--- src/rtl/map_blitter_pkg.sv ---
// map_blitter_pkg
// Shared definitions for the tile-map blitter: CPU register offsets, CTRL and
// STATUS bit positions, field widths, the FSM state encoding and the per-field
// wrap-around address helper.
package map_blitter_pkg;

    localparam int ROW_W  = 5;
    localparam int COL_W  = 5;
    localparam int TILE_W = 8;
    localparam int ADDR_W = ROW_W + COL_W;

    // Register select values on address[4:2]
    localparam logic [2:0] REG_SRC  = 3'd0;
    localparam logic [2:0] REG_DST  = 3'd1;
    localparam logic [2:0] REG_SIZE = 3'd2;
    localparam logic [2:0] REG_FILL = 3'd3;
    localparam logic [2:0] REG_CTRL = 3'd4;

    // CTRL write bits
    localparam int CTRL_START = 0;
    localparam int CTRL_MODE  = 1;
    localparam int CTRL_ABORT = 2;

    // STATUS read bits
    localparam int STAT_BUSY = 0;
    localparam int STAT_MODE = 1;

    typedef enum logic [1:0] {
        IDLE  = 2'd0,
        RD    = 2'd1,
        LATCH = 2'd2,
        WR    = 2'd3
    } state_t;

    // Row in the upper field, column in the lower, matching map_address[11:7]/[6:2]
    typedef struct packed {
        logic [ROW_W-1:0] row;
        logic [COL_W-1:0] col;
    } tile_pos_t;

    // Row and column wrap independently modulo 32; no carry crosses fields.
    function automatic tile_pos_t wrap_add(input tile_pos_t base,
                                           input logic [ROW_W-1:0] row_off,
                                           input logic [COL_W-1:0] col_off);
        tile_pos_t r;
        r.row = base.row + row_off;
        r.col = base.col + col_off;
        return r;
    endfunction

endpackage

--- src/rtl/map_blitter_if.sv ---
// map_blitter_if
// Bundles the CPU register bus and the blitter's side of the map RAM CPU port.
//   CPU bus : blit_cs, read, write, address[4:2], data_in -> data_out (registered)
//   Map RAM : map_cs/map_read/map_write, map_address[11:2], map_wdata -> map_rdata
//   Other   : cpu_map_busy (stall input), done (completion pulse)
// Handshake: there is no ready/valid pair. Every map strobe is a one-cycle
// command accepted unconditionally by the RAM; map_rdata is valid the cycle
// after map_read. cpu_map_busy=1 means the CPU owns the RAM port this cycle,
// so the blitter drops its strobes and holds its state until it clears.
// slave modport = blitter, master modport = host/RAM side.
interface map_blitter_if;
    import map_blitter_pkg::*;

    logic              blit_cs;
    logic              read;
    logic              write;
    logic [4:2]        address;
    logic [31:0]       data_in;
    logic [31:0]       data_out;
    logic              cpu_map_busy;
    logic              map_cs;
    logic              map_read;
    logic              map_write;
    logic [11:2]       map_address;
    logic [TILE_W-1:0] map_wdata;
    logic [TILE_W-1:0] map_rdata;
    logic              done;

    modport slave (
        input  blit_cs, read, write, address, data_in, cpu_map_busy, map_rdata,
        output data_out, map_cs, map_read, map_write, map_address, map_wdata, done
    );

    modport master (
        output blit_cs, read, write, address, data_in, cpu_map_busy, map_rdata,
        input  data_out, map_cs, map_read, map_write, map_address, map_wdata, done
    );

endinterface

--- src/rtl/map_blit_addr_gen.sv ---
// map_blit_addr_gen
// Row/column traversal counters for the blitter plus source/destination
// address generation.
//   clock, reset_n      : clock, synchronous active-low reset
//   load                : clear row/column to 0 at operation start
//   advance             : step one tile in row-major order
//   width_m1, height_m1 : block size minus one
//   src, dst            : block origins
//   src_addr, dst_addr  : origin + offset, each field wrapping modulo 32
//   last                : current offset is the final tile of the block
module map_blit_addr_gen
    import map_blitter_pkg::*;
(
    input  logic             clock,
    input  logic             reset_n,
    input  logic             load,
    input  logic             advance,
    input  logic [COL_W-1:0] width_m1,
    input  logic [ROW_W-1:0] height_m1,
    input  tile_pos_t        src,
    input  tile_pos_t        dst,
    output tile_pos_t        src_addr,
    output tile_pos_t        dst_addr,
    output logic             last
);

    logic [ROW_W-1:0] row;
    logic [COL_W-1:0] col;
    logic             col_end;

    assign col_end = (col == width_m1);

    always_ff @(posedge clock) begin
        if (!reset_n) begin
            row <= '0;
            col <= '0;
        end else if (load) begin
            row <= '0;
            col <= '0;
        end else if (advance) begin
            if (col_end) begin
                col <= '0;
                row <= row + ROW_W'(1);
            end else begin
                col <= col + COL_W'(1);
            end
        end
    end

    assign last     = col_end && (row == height_m1);
    assign src_addr = wrap_add(src, row, col);
    assign dst_addr = wrap_add(dst, row, col);

endmodule

--- src/rtl/map_blitter.sv ---
// map_blitter
// Tile-map blitter: fills a rectangular block of the tile map with a constant
// tile index, or copies a block from SRC to DST, through the CPU-side port of
// the map RAM, yielding to the CPU whenever cpu_map_busy is high.
//   clock, reset_n : clock, synchronous active-low reset
//   bus (slave)    : CPU register bus, map RAM strobes, done pulse
//   state_dbg      : current FSM state for observation
// Registers (address[4:2]): 0 SRC, 1 DST, 2 SIZE, 3 FILL, 4 CTRL(w)/STATUS(r).
module map_blitter
    import map_blitter_pkg::*;
(
    input  logic          clock,
    input  logic          reset_n,
    map_blitter_if.slave  bus,
    output state_t        state_dbg
);

    state_t            state, state_next;
    tile_pos_t         src, dst, src_addr, dst_addr;
    logic [COL_W-1:0]  width_m1;
    logic [ROW_W-1:0]  height_m1;
    logic [TILE_W-1:0] fill, hold;
    logic              mode;
    logic [31:0]       data_out_q, read_mux;
    logic              done_q, done_next;
    logic              cnt_load, cnt_advance, last_tile;
    logic              busy;
    logic              reg_wr, reg_rd, ctrl_wr, start_req, abort_req;
    logic              map_cs_c, map_read_c, map_write_c;
    logic [ADDR_W-1:0] map_addr_c;
    logic [TILE_W-1:0] map_wdata_c;
    logic              unused_data_in;

    assign unused_data_in = ^bus.data_in[31:13];

    // ---------------- CPU register decode ----------------
    assign busy      = (state != IDLE);
    assign reg_wr    = bus.blit_cs && bus.write;
    assign reg_rd    = bus.blit_cs && bus.read;
    assign ctrl_wr   = reg_wr && (bus.address == REG_CTRL);
    assign abort_req = ctrl_wr && bus.data_in[CTRL_ABORT];
    // Abort in the same write cancels the start.
    assign start_req = ctrl_wr && bus.data_in[CTRL_START] && !abort_req;

    // Configuration is frozen while an operation is running.
    always_ff @(posedge clock) begin
        if (!reset_n) begin
            src       <= '0;
            dst       <= '0;
            width_m1  <= '0;
            height_m1 <= '0;
            fill      <= '0;
        end else if (reg_wr && !busy) begin
            case (bus.address)
                REG_SRC:  src  <= bus.data_in[11:2];
                REG_DST:  dst  <= bus.data_in[11:2];
                REG_SIZE: begin
                    width_m1  <= bus.data_in[4:0];
                    height_m1 <= bus.data_in[12:8];
                end
                REG_FILL: fill <= bus.data_in[7:0];
                default:  ;
            endcase
        end
    end

    // Mode is captured only by an accepted start.
    always_ff @(posedge clock) begin
        if (!reset_n) begin
            mode <= 1'b0;
        end else if (start_req && !busy) begin
            mode <= bus.data_in[CTRL_MODE];
        end
    end

    always_comb begin
        read_mux = '0;
        case (bus.address)
            REG_SRC:  read_mux[11:2] = src;
            REG_DST:  read_mux[11:2] = dst;
            REG_SIZE: begin
                read_mux[4:0]  = width_m1;
                read_mux[12:8] = height_m1;
            end
            REG_FILL: read_mux[7:0] = fill;
            REG_CTRL: begin
                read_mux[STAT_BUSY] = busy;
                read_mux[STAT_MODE] = mode;
            end
            default:  ;
        endcase
    end

    always_ff @(posedge clock) begin
        if (!reset_n) begin
            data_out_q <= '0;
        end else if (reg_rd) begin
            data_out_q <= read_mux;
        end
    end

    // ---------------- traversal counters ----------------
    map_blit_addr_gen u_addr_gen (
        .clock     (clock),
        .reset_n   (reset_n),
        .load      (cnt_load),
        .advance   (cnt_advance),
        .width_m1  (width_m1),
        .height_m1 (height_m1),
        .src       (src),
        .dst       (dst),
        .src_addr  (src_addr),
        .dst_addr  (dst_addr),
        .last      (last_tile)
    );

    // ---------------- FSM ----------------
    always_ff @(posedge clock) begin
        if (!reset_n) begin
            state <= IDLE;
        end else begin
            state <= state_next;
        end
    end

    // Strobes are combinational from the state so a stall or an abort seen on
    // the bus this cycle suppresses them in the very same cycle.
    always_comb begin
        state_next  = state;
        cnt_load    = 1'b0;
        cnt_advance = 1'b0;
        done_next   = 1'b0;
        map_cs_c    = 1'b0;
        map_read_c  = 1'b0;
        map_write_c = 1'b0;
        map_addr_c  = '0;
        map_wdata_c = '0;
        if (abort_req) begin
            state_next = IDLE;
        end else begin
            case (state)
                IDLE: begin
                    if (start_req) begin
                        cnt_load   = 1'b1;
                        state_next = bus.data_in[CTRL_MODE] ? RD : WR;
                    end
                end
                RD: begin
                    if (!bus.cpu_map_busy) begin
                        map_cs_c   = 1'b1;
                        map_read_c = 1'b1;
                        map_addr_c = src_addr;
                        state_next = LATCH;
                    end
                end
                LATCH: begin
                    state_next = WR;
                end
                WR: begin
                    if (!bus.cpu_map_busy) begin
                        map_cs_c    = 1'b1;
                        map_write_c = 1'b1;
                        map_addr_c  = dst_addr;
                        map_wdata_c = mode ? hold : fill;
                        cnt_advance = 1'b1;
                        if (last_tile) begin
                            state_next = IDLE;
                            done_next  = 1'b1;
                        end else begin
                            state_next = mode ? RD : WR;
                        end
                    end
                end
                default: state_next = IDLE;
            endcase
        end
    end

    // Read data returns the cycle after RD, which is exactly the LATCH cycle.
    always_ff @(posedge clock) begin
        if (!reset_n) begin
            hold <= '0;
        end else if (state == LATCH) begin
            hold <= bus.map_rdata;
        end
    end

    always_ff @(posedge clock) begin
        if (!reset_n) begin
            done_q <= 1'b0;
        end else begin
            done_q <= done_next;
        end
    end

    assign bus.map_cs      = map_cs_c;
    assign bus.map_read    = map_read_c;
    assign bus.map_write   = map_write_c;
    assign bus.map_address = map_addr_c;
    assign bus.map_wdata   = map_wdata_c;
    assign bus.data_out    = data_out_q;
    assign bus.done        = done_q;
    assign state_dbg       = state;

endmodule
--- src/flat_wrapper.sv ---
// flat-port wrapper written by rule: the top's interface ports become plain ports
module map_blitter_flat import map_blitter_pkg::*;
  (clock, reset_n, state_dbg, bus_blit_cs, bus_read, bus_write, bus_address, bus_data_in, bus_cpu_map_busy, bus_map_rdata, bus_data_out, bus_map_cs, bus_map_read, bus_map_write, bus_map_address, bus_map_wdata, bus_done);
  map_blitter_if bus_i ();
  input  logic clock;
  input  logic reset_n;
  output state_t state_dbg;
  input wire logic [$bits(bus_i.blit_cs)-1:0] bus_blit_cs;
  input wire logic [$bits(bus_i.read)-1:0] bus_read;
  input wire logic [$bits(bus_i.write)-1:0] bus_write;
  input wire logic [$bits(bus_i.address)-1:0] bus_address;
  input wire logic [$bits(bus_i.data_in)-1:0] bus_data_in;
  input wire logic [$bits(bus_i.cpu_map_busy)-1:0] bus_cpu_map_busy;
  input wire logic [$bits(bus_i.map_rdata)-1:0] bus_map_rdata;
  output wire logic [$bits(bus_i.data_out)-1:0] bus_data_out;
  output wire logic [$bits(bus_i.map_cs)-1:0] bus_map_cs;
  output wire logic [$bits(bus_i.map_read)-1:0] bus_map_read;
  output wire logic [$bits(bus_i.map_write)-1:0] bus_map_write;
  output wire logic [$bits(bus_i.map_address)-1:0] bus_map_address;
  output wire logic [$bits(bus_i.map_wdata)-1:0] bus_map_wdata;
  output wire logic [$bits(bus_i.done)-1:0] bus_done;
  assign bus_i.blit_cs = bus_blit_cs;
  assign bus_i.read = bus_read;
  assign bus_i.write = bus_write;
  assign bus_i.address = bus_address;
  assign bus_i.data_in = bus_data_in;
  assign bus_i.cpu_map_busy = bus_cpu_map_busy;
  assign bus_i.map_rdata = bus_map_rdata;
  assign bus_data_out = bus_i.data_out;
  assign bus_map_cs = bus_i.map_cs;
  assign bus_map_read = bus_i.map_read;
  assign bus_map_write = bus_i.map_write;
  assign bus_map_address = bus_i.map_address;
  assign bus_map_wdata = bus_i.map_wdata;
  assign bus_done = bus_i.done;
  map_blitter u_core (.clock(clock), .reset_n(reset_n), .bus(bus_i), .state_dbg(state_dbg));
endmodule
--- config.mk ---
export PLATFORM = sky130hd
export DESIGN_NAME = map_blitter_flat
export DESIGN_NICKNAME = d
export VERILOG_FILES = /design/src/rtl/map_blitter_pkg.sv /design/src/rtl/map_blitter_if.sv /design/src/rtl/map_blit_addr_gen.sv /design/src/rtl/map_blitter.sv /design/src/flat_wrapper.sv
export SDC_FILE = /design/constraint.sdc
export NUM_CORES = 1
export LEC_CHECK = 0
export CAP_MARGIN = 20
export CORE_ASPECT_RATIO = 1.75
export CORE_MARGIN = 1.5
export CORE_UTILIZATION = 54
export CTS_BUF_LIST = sky130_fd_sc_hd__clkbuf_16
export DETAILED_ROUTE_END_ITERATION = 7
export GPL_TIMING_DRIVEN = 0
export MAX_ROUTING_LAYER = met4
export PLACE_DENSITY = 0.87
export SYNTH_ARGS = -nofsm -noshare
export SYNTH_HDL_FRONTEND = slang
export SYNTH_HIERARCHICAL = 1
export SYNTH_SLANG_ARGS = --single-unit
--- constraint.sdc ---
create_clock -name clock -period 4.5 [get_ports clock]
set_input_delay 0.9 -clock clock [delete_from_list [all_inputs] [get_ports clock]]
set_output_delay 0.9 -clock clock [all_outputs]
set_load 0.02 [all_outputs]
# Yosys cells after proc, flatten, opt, wreduce, memory -nomap -nowiden
# Cells that the tools add are included.
dict set report totals {
  output_inout_bits 56
  reg_bits 73
}
dict set report classes {
  n_addsub 6
  eq_ne 12
  n_bitwise 2
  n_reduce_logical 24
  muxes 32
}
# operator count
set ops {}
lappend ops {{2-to-1 mux 8 bit} 4}
lappend ops {{2-to-1 mux 10 bit} 3}
lappend ops {{adder 5 bit} 4}
lappend ops {{case mux 10 bit (2 select lines)} 1}
lappend ops {{2-to-1 mux 1 bit} 12}
lappend ops {{2-to-1 mux 2 bit} 6}
lappend ops {{case mux 3 bit (4 select lines)} 1}
lappend ops {{case mux 4 bit (3 select lines)} 1}
lappend ops {{adder 5 x 1 -> 5 bit, second input constant} 2}
lappend ops {{== test 5 bit} 2}
lappend ops {{AND reduction 2 bit} 5}
lappend ops {{logical AND 1 bit} 9}
lappend ops {{case mux 3 bit (3 select lines)} 1}
lappend ops {{case mux 2 bit (4 select lines)} 1}
lappend ops {{== test 3 x 2 -> 1 bit, second input constant} 2}
lappend ops {{case mux 2 bit (3 select lines)} 1}
lappend ops {{OR reduction 2 bit} 3}
lappend ops {{2-to-1 mux 5 bit} 1}
lappend ops {{== test 2 bit, second input constant} 2}
lappend ops {{!= test 2 bit, second input constant} 2}
lappend ops {{OR reduction 4 bit} 1}
lappend ops {{== test 3 x 1 -> 1 bit, second input constant} 1}
lappend ops {{== test 3 bit, second input constant} 1}
lappend ops {{zero test 3 bit} 1}
lappend ops {{7 further kinds} 9}

# Depth between registers and ports, before layout
# Gate-level depths: netlist (run 1).
dict set report depth {
  word_depth 9
  ltp_mapped 9
}

# Cells and area by module
# The synthesis (run 1) kept the hierarchy.
# mod area_each_um2 n_inst cells_each seq_area_each_um2
set by_module_without_submodules {}
lappend by_module_without_submodules {map_blitter 3175.5 1 340 1261.2}
lappend by_module_without_submodules {map_blit_addr_gen 1157.4 1 133 200.2}

# Worst setup path after synthesis (run 1)
# Ideal clock, no wire load.
dict set report synth_path {
  path_kind {input -> output}
  startpoint {in bus_address[0]}
  endpoint {out bus_map_address[1]}
  required_ns 3.600
  setup_slack_ns 1.786
  n_path_buf 2
  arrival_ns 1.814
  stages 5
  path_cell_list {buf_2 -> nand4b_1 -> o21ai_1 -> buf_2 -> nor2_1}
}
dict set report synth_between {
  elab_chain_cells 4
}
# element line
set synth_rtl {}
lappend synth_rtl {{from (decl)} flat_wrapper.sv:11} ;# input wire logic [$bits(bus_i.address)-1:0] bus_address;
lappend synth_rtl {{== test 3 bit} map_blitter.sv:40} ;# assign ctrl_wr = reg_wr && (bus.address == REG_CTRL);
lappend synth_rtl {{logical AND 1 bit} map_blitter.sv:40}
lappend synth_rtl {{logical AND 1 bit} map_blitter.sv:41} ;# assign abort_req = ctrl_wr && bus.data_in[CTRL_ABORT];
lappend synth_rtl {{2-to-1 mux 10 bit} map_blitter.sv:138} ;# if (abort_req) begin
lappend synth_rtl {{to (decl)} flat_wrapper.sv:19} ;# output wire logic [$bits(bus_i.map_address)-1:0] bus_map_address;
# No other way between the ends.

# Worst setup path in the final report (run 1)
dict set report layout_path {
  startpoint {in bus_blit_cs}
  endpoint {out bus_map_address[7]}
}
dict set report layout_between {
  elab_chain_cells 4
}
# element line
set layout_rtl {}
lappend layout_rtl {{from (decl)} flat_wrapper.sv:8} ;# input wire logic [$bits(bus_i.blit_cs)-1:0] bus_blit_cs;
lappend layout_rtl {{logical AND 1 bit} map_blitter.sv:38} ;# assign reg_wr = bus.blit_cs && bus.write;
lappend layout_rtl {{logical AND 1 bit} map_blitter.sv:40}
lappend layout_rtl {{logical AND 1 bit} map_blitter.sv:41}
lappend layout_rtl {{2-to-1 mux 10 bit} map_blitter.sv:138}
# No other way between the ends.

==> flow_summary_export.csv, run 1 <==
group,metric,value,unit
global_routing,gr-total-overflow,0,
detailed_routing,firstDrtPassIters,5,
finish,nNetsFinal,638,
critical_path,worstRegToRegCells,7,
critical_path,path_depth,6,
power_and_ir_drop,power_density,299,nW/um2
synth,yosys.area.top_type,"dfxtp_1",
sta,hold_violations,0,
finish,fin_util,70.1,%
finish,fillCellCount,587,
power_and_ir_drop,power_switching_share,23.3,%
detailed_routing,drtIter0Drc,283,
critical_path,cp_max_fo,10,
power_and_ir_drop,peakVddDrop,244,uV
synth,ys_top_cells_by_area,"dfxtp_1 (34%), mux2i_1 (18%), ha_1 (5.2%)",
synth,yosys.area.top_type_share,33.7,%
floorplanning,die_h,122,um
synth,synth_top_family_by_area,"multiplexers",
finish,final_cells,662,
power_and_ir_drop,pwr-share-comb,9.6,%
finish,final_layout_size_suffix_gt1_share,10.5,%
placement,dp_worst_setup_slack,0.543,ns
critical_path,crit_family,"buffers and inverters",
sta,tns,0,ns
hold_path,holdPathStages,2,
critical_path,cp_num_buf_inv,3,
synth,yosys.area_share.adder,7.05,%
outcome,status,"completed",
finish,multi_input_area,2600,um2
synth,netlist_instances,473,
detailed_routing,routedWlPerCell,18.7,um
critical_path,cp_slowest_cell,"clkdlybuf4s50_1",
synth,synthXorXnorAreaFrac,5.66,%
sta,rsz0062_at_grt,"no",
synth,yosys.area_share.simple,16.7,%
synth,synth-edff-count,0,
synth,synthArstFlopShare,0,%
global_routing,grt_use_total,30.3,%
sta,worst-slew-pin-transition,0.758,ns
floorplanning,chipWidth,70.7,um
synth,synth-seq-cells,73,
power_and_ir_drop,p_switching,0.000384,W
critical_path,crit_required,3.60,ns
floorplanning,io_pins,105,
floorplanning,die-area,8590,um2
critical_path,crit_path_start_kind,"primary input",
power_and_ir_drop,power.internal,0.00126,W
cts,clockRootBuffer,"clkbuf_16",
hold_path,hold_class,"flop to flop",
cts,ctsHoldBuffers,0,
critical_path,critPathArrivalTime,3.08,ns
floorplanning,num_rows,43,
sta,period_share,88.4,%
cts,cts_resized,0,
floorplanning,core_area,7860,um2
cts,clkTransAtPathRegs,0.06,ns
detailed_routing,ant_nets,0,
cts,h-tree-depth,3,
global_routing,antenna_found_initial,0,
finish,final-seq-area,1460,um2
synth,avgSynthCellArea,9.16,um2
job,drv_cap,0,
detailed_routing,via_count,3917,
sta,holdWs,0.475,ns
cts,cts-buffers-inserted,9,
finish,area_growth,27.1,%
placement,io_buffers,65,
critical_path,cp-end-kind,"output pin",
synth,synth_ff_type,"dfxtp_1",
synth,synth_area,4330,um2
cts,cts_tree,"done",
finish,final_common_cell,"mux2i_1",
detailed_routing,drcViolationCount,0,
critical_path,critPathMaxStageDelay,0.61,ns
synth,synth_compound_area_share,10.0,%
sta,finalMaxSlewViolations,0,
critical_path,cpMostUsedCell,"clkdlybuf4s50_1",
placement,gp_congestion,0.926,
power_and_ir_drop,p_clk_share,50.3,%
global_routing,grt_max_degree,14,
finish,final_cell_mix,"mux2i_1 (80), dfxtp_1 (73), clkdlybuf4s50_1 (65)",
detailed_routing,met1_length,4490,um
sta,setup_slack,0.522,ns
critical_path,timing_worst_setup_path_type,"primary input to output pin",
global_routing,grt_pass1_vias,4003,
cts,insertion_delay,0.34,ns
placement,hpwl,9130,um
sta,period_needed,3.98,ns
global_routing,grt_pass1_wl,19500,um
sta,clock.fmax,251,MHz
floorplanning,initial_core_util,55.2,%
detailed_routing,wl_met3,796,um
power_and_ir_drop,p_leak,2.20,nW
detailed_routing,top_layer,"met4",
detailed_routing,detail_route.vias_per_cell,5.92,
finish,antennaDiodeCount,0,
cts,cts_sinks,73,
power_and_ir_drop,seqPwrFrac,40.1,%
synth,synthDistinctLibCells,52,
synth,ys_seq_area_share,33.7,%
detailed_routing,dr_wl_met2,6450,um
cts,cts_setup_buffers,0,
placement,place_inst,646,
detailed_routing,drt-total-wl,12400,um
critical_path,path_cells,"clkdlybuf4s50_1 -> nand4b_1 -> o21ai_1 -> buf_2 -> nor2_1 -> clkdlybuf4s50_1",
sta,setup_violations,0,
sta,clock-skew-final,0.00723,ns
cts,clk_path_buf_depth,2,
synth,yosysWarnings,6,
sta,maxSlewHeadroom,49.5,%
synth,muxShareOfSynthArea,19.0,%
[flip-flops by register name (all words and copies together) (netlist names)]
| name | count |
|---|---|
| u_core/src | 10 |
| u_core/width_m1 | 5 |
| u_core/mode | 1 |
| u_core/hold | 8 |
| u_core/height_m1 | 5 |
| u_core/u_addr_gen/row | 5 |
| u_core/bus.done | 1 |
| u_core/dst | 10 |
| u_core/u_addr_gen/col | 5 |
| u_core/fill | 8 |
| u_core/state_dbg | 2 |
| u_core/bus.data_out | 13 |
[power groups by stage]
stage	clock [W]	sequential [W]	combinational, W
CTS	0.000836	0.000661	0.000155
global route	0.000862	0.000661	0.000167
floorplan	0	0.000675	0.0000952
detailed placement	0	0.000675	0.000154
global placement	0	0.000674	0.000150
finish	0.000829	0.000661	0.000158
[synthesized netlist by cell type (3+ instances only)]
library cell  count
inv_1            17
a32o_1            7
a21o_1            8
nand4b_1          3
o31ai_1           3
clkbuf_1          7
buf_1             4
mux2i_1          80
nand4_1           3
buf_2            11
nor2_1           25
dfxtp_1          73
xnor2_1          18
xor2_1           10
a21oi_1          17
buf_4            22
fa_1              4
nor2b_1          12
nand2_1          58
o2bb2ai_1         4
ha_1             18
nand2b_1          4
nor3_1            5
o22a_1            3
o21ai_0          12
nand3_1          14
[stage by stage]
stage / cell area (um2) / power, W
finish: 5510 / 0.00165
global route: 5510 / 0.00169
CTS: 5510 / 0.00165
detailed placement: 5160 / 0.000829
global placement: 5160 / 0.000825
floorplan: 4400 / 0.000770
[cell type report]
type	count	area share [%]
multi-input combinational	356	47.3
sequential	73	26.5
clock inverter	7	2.16
clock buffer	9	4.09
buffer	45	4.95
timing repair buffer	65	11.8
tap	90	2.04
inverter	17	1.16
[kinds of logic (layout without fill, tap and decap cells)]
family / Yosys count / count (layout)
adders and majority gates: 22 / 22
xor gates and xnor gates: 28 / 28
AOI/OAI and AO/OA: 63 / 63
buffers and inverters: 62 / 143
and+or+nand+nor: 142 / 142
other: 1 / 19
muxes: 82 / 82
DFF: 73 / 73
[final timing paths]
| check | start | endpoint | slack (ns) |
|---|---|---|---|
| setup / recovery | bus_blit_cs | bus_map_address[7] | 0.52 |
| hold / removal | u_core/bus.data_out[4]$_SDFFE_PN0P_ | u_core/bus.data_out[4]$_SDFFE_PN0P_ | 0.47 |
| setup reg to reg | u_core/state_dbg[1]$_SDFFE_PP0P_ | u_core/u_addr_gen/row[3]$_SDFFE_PP0P_ | 2.16 |
| hold reg to reg | u_core/bus.data_out[4]$_SDFFE_PN0P_ | u_core/bus.data_out[4]$_SDFFE_PN0P_ | 0.47 |
[worst min-delay path, cell delays in order, from the launching register on]
cell     delay (ns)
dfxtp_1        0.31
nand3_1        0.05
o21ai_0        0.07
[metal layers]
| metal | vias to the layer above | GRT usage, % |
|---|---|---|
| met3 | 52 | 6.06 |
| met2 | 198 | 52.9 |
| li1 | 1808 | - |
| met4 | 0 | 19.3 |
| met1 | 1859 | 30.1 |
| met5 | - | - |
Power figures use the tool's default switching activity.
==> inputs of run 2 (changes only) <==
- CORE_UTILIZATION: 54 -> 50
- PLACE_DENSITY: 0.87 -> 0.82
- clock period: 4.5 -> 4.3 ns (I/O delays scaled with it)
==> run 2 against run 1 <==
Effect of this change:
- worst setup slack worse by 0.31 ns
- sequential share of layout area increased by 0.079 points
- die area is 7.7% higher
- total power decreased by 3.2%
- core utilization decreased by 4.5 points
- largest cell class unchanged
- via count decreased by 3.4%
- critical path depth unchanged
- hold slack worse by 0.0070 ns
==> flow_summary_export.csv, run 2 (synthesis gave the netlist of run 1 again) <==
group,metric,value,unit
critical_path,worstRegToRegCells,7,
global_routing,grt_pass1_vias,3801,
cts,cts_setup_buffers,0,
sta,clock-skew-final,0.00634,ns
detailed_routing,top_layer,"met4",
detailed_routing,dr_wl_met2,6440,um
sta,setup_violations,0,
critical_path,r2r-end,"u_core/u_addr_gen/row[3]$_SDFFE_PP0P_",
cts,ctsHoldBuffers,0,
global_routing,grt_use_total,27.1,%
finish,multi_input_area,2600,um2
finish,largest_register_ffs,13,
detailed_routing,firstDrtPassIters,5,
critical_path,timing_worst_setup_path_type,"primary input to output pin",
floorplanning,initial_core_util,51.8,%
global_routing,grt_pass1_wl,18400,um
cts,cts_resized,0,
sta,worst-slew-pin-transition,0.726,ns
sta,hold_violations,0,
placement,io_buffers,65,
detailed_routing,via_count,3784,
global_routing,antenna_found_initial,0,
detailed_routing,drcViolationCount,0,
critical_path,critPathArrivalTime,3.23,ns
detailed_routing,drt-total-wl,12000,um
sta,period_needed,4.09,ns
detailed_routing,met1_length,4490,um
critical_path,cp-end-kind,"output pin",
sta,finalMaxSlewViolations,0,
sta,clock.fmax,244,MHz
global_routing,grt_max_degree,14,
finish,final_common_cell,"mux2i_1",
detailed_routing,detail_route.vias_per_cell,5.51,
cts,h-tree-depth,3,
floorplanning,die-area,9260,um2
floorplanning,core_area,8370,um2
sta,rsz0062_at_grt,"no",
placement,gp_congestion,0.885,
power_and_ir_drop,peakVddDrop,313,uV
cts,clkTransAtPathRegs,0.06,ns
sta,maxSlewHeadroom,51.6,%
detailed_routing,wl_met3,571,um
cts,insertion_delay,0.33,ns
sta,period_share,95.1,%
sta,tns,0,ns
cts,cts-buffers-inserted,9,
finish,fillCellCount,682,
placement,hpwl,9160,um
global_routing,gr-total-overflow,0,
cts,clk_path_buf_depth,2,
cts,cts_tree,"done",
finish,final_cell_mix,"mux2i_1 (80), dfxtp_1 (73), clkdlybuf4s50_1 (65)",
finish,final_layout_size_suffix_gt1_share,10.7,%
detailed_routing,ant_nets,0,
floorplanning,die_h,126,um
power_and_ir_drop,total_power,0.00159,W
job,drv_cap,0,
critical_path,rrSetupSlack,1.99,ns
finish,antennaDiodeCount,0,
power_and_ir_drop,p_leak,2.17,nW
finish,final-seq-area,1460,um2
floorplanning,chipWidth,73.4,um
floorplanning,io_pins,105,
hold_path,hold_class,"flop to flop",
critical_path,crit_path_start_kind,"primary input",
power_and_ir_drop,power_density,290,nW/um2
critical_path,regToRegStartpoint,"u_core/state_dbg[1]$_SDFFE_PP0P_",
critical_path,crit_required,3.44,ns
critical_path,cp_max_fo,10,
cts,clockRootBuffer,"clkbuf_16",
finish,fin_util,65.6,%
outcome,status,"completed",
cts,cts_sinks,73,
finish,nNetsFinal,638,
detailed_routing,routedWlPerCell,17.5,um
finish,area_growth,26.7,%
critical_path,crit_path_end,"bus_map_address[8]",
detailed_routing,drtIter0Drc,257,
floorplanning,num_rows,44,
critical_path,crit_start,"bus_blit_cs",
[run 2: cell types whose count changed in the layout (fill, tap and decap cells not counted), sizes merged]
cell	before	now
clkinv	1	3
inv	19	17
bufinv	3	1
clkinvlp	1	3
[run 2: stage by stage]
step                      std cells  setup slack (ns)  hold WS, ns  area (um2)
after floorplan                 491              1.66        0.444        4400
after global placement          671             0.254        0.451        5190
after detailed placement        671             0.222        0.468        5190
after CTS                       687             0.217        0.475        5490
after global routing            687             0.128        0.498        5490
final                           687             0.209        0.468        5490
[run 2: how the worst min path moves through the flow]
stage,slack [ns],end,startpoint,cells past startpoint
3_3_place_gp,0.45,u_core/bus.data_out[12]$_SDFFE_PN0P_,u_core/bus.data_out[12]$_SDFFE_PN0P_,2
3_5_place_dp,0.47,u_core/fill[0]$_SDFFE_PN0P_,u_core/fill[0]$_SDFFE_PN0P_,2
6_report,0.47,u_core/bus.data_out[12]$_SDFFE_PN0P_,u_core/bus.data_out[12]$_SDFFE_PN0P_,2
5_1_grt,0.50,u_core/dst[7]$_SDFFE_PN0P_,u_core/dst[7]$_SDFFE_PN0P_,2
2_1_floorplan,0.44,u_core/fill[0]$_SDFFE_PN0P_,u_core/fill[0]$_SDFFE_PN0P_,2
4_1_cts,0.47,u_core/bus.data_out[12]$_SDFFE_PN0P_,u_core/bus.data_out[12]$_SDFFE_PN0P_,2
[run 2: power breakdown]
| group | switching [W] | leakage (nW) | internal [W] |
|---|---|---|---|
| logic | 0.0000937 | 1.44 | 0.0000713 |
| registers | 0.00000726 | 0.589 | 0.000684 |
| clock network | 0.000291 | 0.137 | 0.000447 |
[run 2: critical path, stage by stage]
cell,delay (ns)
clkdlybuf4s50_1,0.63
nand4b_1,0.22
o21ai_1,0.54
buf_2,0.35
nor2_1,0.07
clkdlybuf4s50_1,0.54
[run 2: area by class of cell]
cell class | count | area share [%]
Buffer | 45 | 4.97
Sequential cell | 73 | 26.6
Multi-Input combinational cell | 356 | 47.4
Clock inverter | 7 | 1.30
Inverter | 17 | 1.16
Timing Repair Buffer | 65 | 11.8
Clock buffer | 9 | 4.10
Tap cell | 115 | 2.62
[run 2: layer usage]
layer  global-route usage [%]  vias to the layer above
met5                        -                        -
met4                     14.8                        0
met3                     4.32                       30
met2                     48.9                      157
met1                     26.6                     1795
li1                         -                     1802
